===== config.mk =====
export PLATFORM = sky130hd
export DESIGN_NAME = dmem_arbiter_flat
export DESIGN_NICKNAME = d
export VERILOG_FILES = /design/src/rtl/dmem_arbiter_if.sv /design/src/rtl/dmem_arbiter.sv /design/src/flat_wrapper.sv
export SDC_FILE = /design/constraint.sdc
export NUM_CORES = 1
export LEC_CHECK = 0
export CORE_MARGIN = 8
export CORE_UTILIZATION = 35
export DETAILED_ROUTE_END_ITERATION = 12
export HOLD_SLACK_MARGIN = 0.06
export PLACE_DENSITY = 0.81
export SLEW_MARGIN = 30
export SYNTH_ARGS = -nofsm -noshare
export SYNTH_HDL_FRONTEND = slang
export SYNTH_SLANG_ARGS = --single-unit

===== constraint.sdc =====
create_clock -name CLK -period 2.35 [get_ports CLK]
set_input_delay 0.235 -clock CLK [delete_from_list [all_inputs] [get_ports CLK]]
set_output_delay 0.235 -clock CLK [all_outputs]
set_load 0.1 [all_outputs]

===== src/rtl/dmem_arbiter_if.sv =====
// Bundle of the arbiter's core, DMA and data-memory signals.
// Latency: none (wires only). Backpressure: a denied requester holds req and its fields.
// Modports: slave = arbiter side, master = requester/memory side (used by the bench).
interface dmem_arbiter_if #(
  parameter int ADDR_WIDTH = 9,
  parameter int DATA_WIDTH = 32,
  parameter int BYTE_WIDTH = 8
);
  localparam int NB = DATA_WIDTH / BYTE_WIDTH;

  // core load/store path
  logic                  core_req;
  logic                  core_we;
  logic [ADDR_WIDTH-1:0] core_addr;
  logic [DATA_WIDTH-1:0] core_wdata;
  logic [NB-1:0]         core_be;
  logic                  core_gnt;
  logic                  core_rvalid;
  logic [DATA_WIDTH-1:0] core_rdata;
  logic                  core_stall;

  // DMA / loader path
  logic                  dma_req;
  logic                  dma_we;
  logic [ADDR_WIDTH-1:0] dma_addr;
  logic [DATA_WIDTH-1:0] dma_wdata;
  logic [NB-1:0]         dma_be;
  logic                  dma_lock;
  logic                  dma_gnt;
  logic                  dma_rvalid;
  logic [DATA_WIDTH-1:0] dma_rdata;

  // single-port data memory
  logic [ADDR_WIDTH-1:0] mem_a;
  logic [DATA_WIDTH-1:0] mem_wd;
  logic [NB-1:0]         mem_we;
  logic [DATA_WIDTH-1:0] mem_rd;

  modport slave (
    input  core_req, core_we, core_addr, core_wdata, core_be,
    output core_gnt, core_rvalid, core_rdata, core_stall,
    input  dma_req, dma_we, dma_addr, dma_wdata, dma_be, dma_lock,
    output dma_gnt, dma_rvalid, dma_rdata,
    output mem_a, mem_wd, mem_we,
    input  mem_rd
  );

  modport master (
    output core_req, core_we, core_addr, core_wdata, core_be,
    input  core_gnt, core_rvalid, core_rdata, core_stall,
    output dma_req, dma_we, dma_addr, dma_wdata, dma_be, dma_lock,
    input  dma_gnt, dma_rvalid, dma_rdata,
    input  mem_a, mem_wd, mem_we,
    output mem_rd
  );
endinterface


===== src/rtl/dmem_arbiter.sv =====
// Round-robin arbiter sharing the single-port data memory between core and DMA.
// Latency: grant 0 cycles, read data 1 cycle after grant, write commits on the grant edge.
// Backpressure: loser sees no gnt (core_stall for the core) and must hold req/fields.
//
// Ports: CLK, RST_N (async active-low), bus (dmem_arbiter_if.slave): core_* and dma_*
// request/response groups plus the mem_a/mem_wd/mem_we/mem_rd memory port.
// Optional feature: define DMEM_ARB_LOCK_EN to let the DMA hold ownership via dma_lock
// for up to MAX_LOCK consecutive grants; without it dma_lock is ignored.
module dmem_arbiter #(
  parameter int ADDR_WIDTH = 9,
  parameter int DATA_WIDTH = 32,
  parameter int BYTE_WIDTH = 8,
  parameter int MAX_LOCK   = 8
) (
  input logic            CLK,
  input logic            RST_N,
  dmem_arbiter_if.slave  bus
);
  localparam int NB = DATA_WIDTH / BYTE_WIDTH;

`ifdef DMEM_ARB_LOCK_EN
  localparam int LOCK_W = $clog2(MAX_LOCK + 1);
  typedef enum logic [1:0] {S_IDLE, S_CORE, S_DMA, S_DMA_LOCKED} state_t;
`else
  typedef enum logic [1:0] {S_IDLE, S_CORE, S_DMA} state_t;
`endif

  state_t state_q, state_d;
  logic   last_hold_q;  // owner before the most recent idle stretch (1 = DMA)
  logic   last_dma;     // round-robin pointer: 1 = DMA was granted most recently
  logic   dma_pri;      // DMA wins contention regardless of the pointer
  logic   core_win, dma_win;
  logic   core_gnt, dma_gnt;

  logic                  core_rvalid_q, dma_rvalid_q;
  logic [DATA_WIDTH-1:0] core_rdata_q, dma_rdata_q;

`ifdef DMEM_ARB_LOCK_EN
  logic [LOCK_W-1:0] lock_cnt_q, lock_cnt_d;

  // Locked ownership lasts while DMA keeps lock asserted and the run is not exhausted.
  assign dma_pri = (state_q == S_DMA_LOCKED) && bus.dma_lock &&
                   (lock_cnt_q < LOCK_W'(MAX_LOCK));
`else
  logic unused_lock;
  assign unused_lock = bus.dma_lock ^ (MAX_LOCK == 0);
  assign dma_pri     = 1'b0;
`endif

  // The state names last cycle's owner; IDLE carries no owner, so the pointer
  // falls back to the value held from before the idle stretch.
  assign last_dma = (state_q == S_IDLE) ? last_hold_q : (state_q != S_CORE);

  // Arbitration and next state.
  always_comb begin
    core_win = 1'b0;
    dma_win  = 1'b0;
    state_d  = S_IDLE;
`ifdef DMEM_ARB_LOCK_EN
    lock_cnt_d = '0;
`endif

    if (bus.core_req && bus.dma_req) begin
      if (dma_pri || !last_dma) begin
        dma_win = 1'b1;
      end else begin
        core_win = 1'b1;
      end
    end else begin
      core_win = bus.core_req;
      dma_win  = bus.dma_req;
    end

    if (core_win) begin
      state_d = S_CORE;
    end else if (dma_win) begin
      state_d = S_DMA;
`ifdef DMEM_ARB_LOCK_EN
      // A locked grant from outside the lock starts a run of 1; inside the lock it
      // extends the run. Once the run reaches MAX_LOCK the next grant drops back to
      // plain DMA, and the pointer (now DMA) hands the next contention to the core.
      if (bus.dma_lock) begin
        if (state_q != S_DMA_LOCKED) begin
          state_d    = S_DMA_LOCKED;
          lock_cnt_d = LOCK_W'(1);
        end else if (lock_cnt_q < LOCK_W'(MAX_LOCK)) begin
          state_d    = S_DMA_LOCKED;
          lock_cnt_d = lock_cnt_q + LOCK_W'(1);
        end
      end
`endif
    end
  end

  // No grant may escape while reset is held.
  assign core_gnt = core_win & RST_N;
  assign dma_gnt  = dma_win & RST_N;

  assign bus.core_gnt   = core_gnt;
  assign bus.dma_gnt    = dma_gnt;
  assign bus.core_stall = bus.core_req & ~core_gnt & RST_N;

  // Memory port mux: the owner's fields pass through, otherwise everything is 0.
  always_comb begin
    bus.mem_a  = {ADDR_WIDTH{1'b0}};
    bus.mem_wd = {DATA_WIDTH{1'b0}};
    bus.mem_we = {NB{1'b0}};
    if (core_gnt) begin
      bus.mem_a  = bus.core_addr;
      bus.mem_wd = bus.core_wdata;
      bus.mem_we = bus.core_we ? bus.core_be : {NB{1'b0}};
    end else if (dma_gnt) begin
      bus.mem_a  = bus.dma_addr;
      bus.mem_wd = bus.dma_wdata;
      bus.mem_we = bus.dma_we ? bus.dma_be : {NB{1'b0}};
    end
  end

  always_ff @(posedge CLK or negedge RST_N) begin
    if (!RST_N) begin
      state_q     <= S_IDLE;
      last_hold_q <= 1'b1;
`ifdef DMEM_ARB_LOCK_EN
      lock_cnt_q  <= '0;
`endif
    end else begin
      state_q     <= state_d;
      last_hold_q <= last_dma;
`ifdef DMEM_ARB_LOCK_EN
      lock_cnt_q  <= lock_cnt_d;
`endif
    end
  end

  // Read return: capture memory data for a granted load; rdata holds otherwise.
  always_ff @(posedge CLK or negedge RST_N) begin
    if (!RST_N) begin
      core_rvalid_q <= 1'b0;
      dma_rvalid_q  <= 1'b0;
      core_rdata_q  <= {DATA_WIDTH{1'b0}};
      dma_rdata_q   <= {DATA_WIDTH{1'b0}};
    end else begin
      core_rvalid_q <= core_gnt & ~bus.core_we;
      dma_rvalid_q  <= dma_gnt & ~bus.dma_we;
      if (core_gnt && !bus.core_we) begin
        core_rdata_q <= bus.mem_rd;
      end
      if (dma_gnt && !bus.dma_we) begin
        dma_rdata_q <= bus.mem_rd;
      end
    end
  end

  assign bus.core_rvalid = core_rvalid_q;
  assign bus.core_rdata  = core_rdata_q;
  assign bus.dma_rvalid  = dma_rvalid_q;
  assign bus.dma_rdata   = dma_rdata_q;

endmodule


===== src/flat_wrapper.sv =====
// flat-port wrapper written by rule: the top's interface ports become plain ports
module dmem_arbiter_flat 
#(
  parameter int ADDR_WIDTH = 9,
  parameter int DATA_WIDTH = 32,
  parameter int BYTE_WIDTH = 8,
  parameter int MAX_LOCK   = 8
)
  (CLK, RST_N, bus_core_req, bus_core_we, bus_core_addr, bus_core_wdata, bus_core_be, bus_core_gnt, bus_core_rvalid, bus_core_rdata, bus_core_stall, bus_dma_req, bus_dma_we, bus_dma_addr, bus_dma_wdata, bus_dma_be, bus_dma_lock, bus_dma_gnt, bus_dma_rvalid, bus_dma_rdata, bus_mem_a, bus_mem_wd, bus_mem_we, bus_mem_rd);
  dmem_arbiter_if #(.ADDR_WIDTH(ADDR_WIDTH), .DATA_WIDTH(DATA_WIDTH), .BYTE_WIDTH(BYTE_WIDTH)) bus_i ();
  input logic CLK;
  input logic RST_N;
  input wire logic [$bits(bus_i.core_req)-1:0] bus_core_req;
  input wire logic [$bits(bus_i.core_we)-1:0] bus_core_we;
  input wire logic [$bits(bus_i.core_addr)-1:0] bus_core_addr;
  input wire logic [$bits(bus_i.core_wdata)-1:0] bus_core_wdata;
  input wire logic [$bits(bus_i.core_be)-1:0] bus_core_be;
  output wire logic [$bits(bus_i.core_gnt)-1:0] bus_core_gnt;
  output wire logic [$bits(bus_i.core_rvalid)-1:0] bus_core_rvalid;
  output wire logic [$bits(bus_i.core_rdata)-1:0] bus_core_rdata;
  output wire logic [$bits(bus_i.core_stall)-1:0] bus_core_stall;
  input wire logic [$bits(bus_i.dma_req)-1:0] bus_dma_req;
  input wire logic [$bits(bus_i.dma_we)-1:0] bus_dma_we;
  input wire logic [$bits(bus_i.dma_addr)-1:0] bus_dma_addr;
  input wire logic [$bits(bus_i.dma_wdata)-1:0] bus_dma_wdata;
  input wire logic [$bits(bus_i.dma_be)-1:0] bus_dma_be;
  input wire logic [$bits(bus_i.dma_lock)-1:0] bus_dma_lock;
  output wire logic [$bits(bus_i.dma_gnt)-1:0] bus_dma_gnt;
  output wire logic [$bits(bus_i.dma_rvalid)-1:0] bus_dma_rvalid;
  output wire logic [$bits(bus_i.dma_rdata)-1:0] bus_dma_rdata;
  output wire logic [$bits(bus_i.mem_a)-1:0] bus_mem_a;
  output wire logic [$bits(bus_i.mem_wd)-1:0] bus_mem_wd;
  output wire logic [$bits(bus_i.mem_we)-1:0] bus_mem_we;
  input wire logic [$bits(bus_i.mem_rd)-1:0] bus_mem_rd;
  assign bus_i.core_req = bus_core_req;
  assign bus_i.core_we = bus_core_we;
  assign bus_i.core_addr = bus_core_addr;
  assign bus_i.core_wdata = bus_core_wdata;
  assign bus_i.core_be = bus_core_be;
  assign bus_core_gnt = bus_i.core_gnt;
  assign bus_core_rvalid = bus_i.core_rvalid;
  assign bus_core_rdata = bus_i.core_rdata;
  assign bus_core_stall = bus_i.core_stall;
  assign bus_i.dma_req = bus_dma_req;
  assign bus_i.dma_we = bus_dma_we;
  assign bus_i.dma_addr = bus_dma_addr;
  assign bus_i.dma_wdata = bus_dma_wdata;
  assign bus_i.dma_be = bus_dma_be;
  assign bus_i.dma_lock = bus_dma_lock;
  assign bus_dma_gnt = bus_i.dma_gnt;
  assign bus_dma_rvalid = bus_i.dma_rvalid;
  assign bus_dma_rdata = bus_i.dma_rdata;
  assign bus_mem_a = bus_i.mem_a;
  assign bus_mem_wd = bus_i.mem_wd;
  assign bus_mem_we = bus_i.mem_we;
  assign bus_i.mem_rd = bus_mem_rd;
  dmem_arbiter #(.ADDR_WIDTH(ADDR_WIDTH), .DATA_WIDTH(DATA_WIDTH), .BYTE_WIDTH(BYTE_WIDTH), .MAX_LOCK(MAX_LOCK)) u_core (.CLK(CLK), .RST_N(RST_N), .bus(bus_i));
endmodule

==> impl_metrics.py <==
metrics = {
    "run_status": {
        "status": "completed",
    },
    "setup_path": {
        "setup.worst_path.start_class": "flip-flop",
        "cp_max_fo": 45,
        "path_cells": "nand2b_2 > a2bb2oi_4 > inv_2 > buf_12 > a32o_4 > buf_12",
        "critical_path_cell_with_the_highest_stage_delay": "dfstp_2",
        "timing.setup.critical_path_class": "reg2out",
        "cp_num_buf_inv": 3,
        "worst_ep_required_ns": 2.12,
        "critical_path.top_delay_family": "compound AO/OA/AOI/OAI gates",
        "cell_type_with_the_highest_occurrence_count_on_the_critical_path": "buf_12",
        "end_kind": "output port",
        "worst-endpoint-arrival_ns": 2.00,
        "worst_path_largest_cell_delay_ns": 0.54,
    },
    "global_route": {
        "via_count_of_the_first_global_routing_pass": 3883,
        "antenna_found_initial": 3,
        "grt_max_degree": 46,
        "overflow_left_after_global_routing": 0,
        "globalRouteTotalUtil_pct": 23.46,
        "grt_first_pass_wirelength_mm": 22.58,
    },
    "clock_tree": {
        "cts_tree": "done",
        "cell_chosen_for_the_clock_root": "clkbuf_8",
        "tritoncts_num_sinks": 69,
        "clk_pin_slew_ns": 0.09,
        "buffers_inserted_by_post_cts_timing_repair": 0,
        "clk_path_buf_depth": 2,
        "clk-insertion-delay-late_ns": 0.35,
        "clock_tree.htree_level_count": 3,
        "numCtsBuffers": 9,
    },
    "final_layout": {
        "design_area_mm2": 0.006555,
        "final_net_count": 666,
        "final_cell_count_no_fill": 671,
        "post_route_cells_drive_above_1_share_pct": 37.08,
        "diodes": 0,
        "layout-area-overhead-vs-synth_pct": 97.33,
    },
    "route": {
        "detail_route.vias_per_cell": 5.311,
        "post_detailed_route_wirelength_per_cell_um": 22.87,
        "antenna_violating_nets_post_route": 0,
        "drt-pass1-iter-count": 4,
        "detail_route.wirelength_mm": 15.35,
        "dr_total_vias": 3564,
        "detailedRoute.firstIterationViolations": 191,
        "route.detailed.drc": 0,
    },
    "power_and_ir_drop": {
        "total_leakage_power_nw": 2.796,
        "ir_drop_uv": 638.1,
        "power.density_mw_per_mm2": 1048,
    },
    "yosys": {
        "avgSynthCellArea_um2": 11.11,
        "distinct_cell_type_count_of_the_synthesized_netlist": 24,
        "netlist_instances": 299,
        "synth-seq-area-share_pct": 52.02,
        "mappedNetlistArea_mm2": 0.003322,
        "synth.yosys.warnings": 0,
        "syn-num-nets": 428,
        "synth-seq-cells": 69,
    },
    "timing": {
        "maxClockFrequency_mhz": 448.3,
        "final_max_slew_viol_count": 0,
        "min_period_over_period_pct": 94.93,
        "final.min_clock_period_ns": 2.231,
        "clock_skew_after_layout_ns": 0.01689,
        "finalSetupViolations": 0,
        "final-hold-violation-count": 0,
        "relSlewSlack_pct": 66.26,
        "worst-slew-pin-transition_ns": 0.5044,
        "rsz0062_at_grt": "no",
    },
    "floorplanning": {
        "floorplan.die.width_um": 113.4,
        "design.portCount": 243,
        "core-area_mm2": 0.009240,
        "design.die.area_mm2": 0.01287,
        "floorplan.rows": 35,
        "chipHeight_um": 113.4,
        "initial_core_utilization_pct": 35.95,
    },
    "place": {
        "gpl.final_weighted_congestion": 0.8399,
        "port_buffers": 241,
        "place_area_mm2": 0.006294,
        "dp_hpwl_mm": 12.41,
        "placedCellCount": 654,
    },
    "flow_run": {
        "drv.max_cap_violation_count": 0,
    },
    "hold_path": {
        "timing.hold.worst.class": "in2async",
    },
}
## synth_stat cells (all sizes together)
library cell / instances / area [µm²]
nand2: 65 / 244.0
nor4b: 1 / 23.77
a2bb2oi: 1 / 26.28
a32o: 41 / 410.4
buf: 15 / 93.84
a211oi: 1 / 20.02
dfrtp: 68 / 1702
mux2: 32 / 360.4
nand4bb: 1 / 11.26
inv: 6 / 22.52
clkbuf: 15 / 56.30
nand2b: 3 / 18.77
nor2b: 3 / 21.27
nand3: 4 / 20.02
and3: 1 / 6.260
a21boi: 1 / 7.510
a21oi: 1 / 5.000
and2: 2 / 12.51
dfstp: 1 / 26.28
o2111ai: 1 / 8.760
o22ai: 36 / 225.2
## cell families (layout without fill, tap and decap cells)
| group | after synthesis | in the layout | share of synthesized area, % |
|---|---|---|---|
| compound gates | 82 | 82 | 21.17 |
| simple gates | 80 | 80 | 10.77 |
| flops | 69 | 69 | 52.02 |
| buf+inv | 36 | 279 | 5.198 |
| mux | 32 | 32 | 10.85 |
## through the flow
stage	power (W)	utilization, %	setup TNS, ns	hold slack (ns)	setup slack [ns]
CTS	0.006902	70.55	-0.1731	0.1205	-0.07652
finish	0.006869	70.94	0	0.1406	0.1192
floorplan	0.004579	-	-1.534	-0.06059	-0.3874
detailed placement	0.005842	68.11	0	0.1636	0.1443
global route	0.007090	70.94	0	0.1667	0.03902
global placement	0.005781	68.11	0	0.1580	0.1844
## metal layers
| metal | vias to the layer above | share of wire (%) | global-route usage [%] |
|---|---|---|---|
| li1 | 1593 | - | - |
| met1 | 1761 | 34 | 23.09 |
| met2 | 182 | 54 | 42.66 |
| met3 | 22 | 9.1 | 10.72 |
| met4 | 6 | 2.3 | 7.904 |
| met5 | - | 0.30 | 0 |
## registers in the layout, summed over array words and instances, names as in the netlist
name / flops
u_core.bus.dma_rdata: 32
u_core.bus.core_rvalid: 1
u_core.bus.core_rdata: 32
u_core.last_hold_q: 1
u_core.state_q: 2
u_core.bus.dma_rvalid: 1
## path summary, 6_finish.rpt
path | to | slack [ns] | from | depth (start not counted)
max | bus_mem_wd[23] | 0.12 | u_core.last_hold_q | 6
min | u_core.bus.core_rdata[22] | 0.14 | RST_N | 2
max reg2reg | u_core.bus.core_rdata[4] | 0.62 | u_core.state_q[1] | 5
min reg2reg | u_core.bus.core_rdata[12] | 0.51 | u_core.bus.core_rdata[12] | 1
max in group asynchronous | u_core.bus.core_rdata[6] | 1.37 | RST_N | 2
min in group CLK | u_core.bus.dma_rdata[25] | 0.48 | bus_mem_rd[25] | 3
## what timing repair did
action	CTS	global route
hold buffers	1	0
setup endpoints to repair	5	45
hold endpoints to repair	8	0
gates resized for setup	0	7
## report_power, final
| part | internal, W | switching (W) |
|---|---|---|
| combinational | 0.00107 | 0.00311 |
| clock | 0.000598 | 0.000453 |
| sequential | 0.00146 | 0.000164 |
| total | 0.00314 | 0.00373 |
## layout make-up
class	count	area [µm²]
inverters	6	22.52
flip-flops and latches	69	1728
repair buffers	257	2885
fillers	656	2685
well taps	129	161.4
clock buffers	10	127.6
multi-input cells	194	1543
clock inverters	6	87.58
## cell usage in the layout (no fill, tap or decap), drive strengths merged, types with 4 or more instances in the layout
cell	netlist	routed
buf	15	130
clkdlybuf4s50	0	126
dfrtp	68	68
nand2	65	65
a32o	41	41
o22ai	36	36
mux2	32	32
clkbuf	15	10
inv	6	6
nand3	4	4
clkinv	0	4
Power figures use the tool's default switching activity.
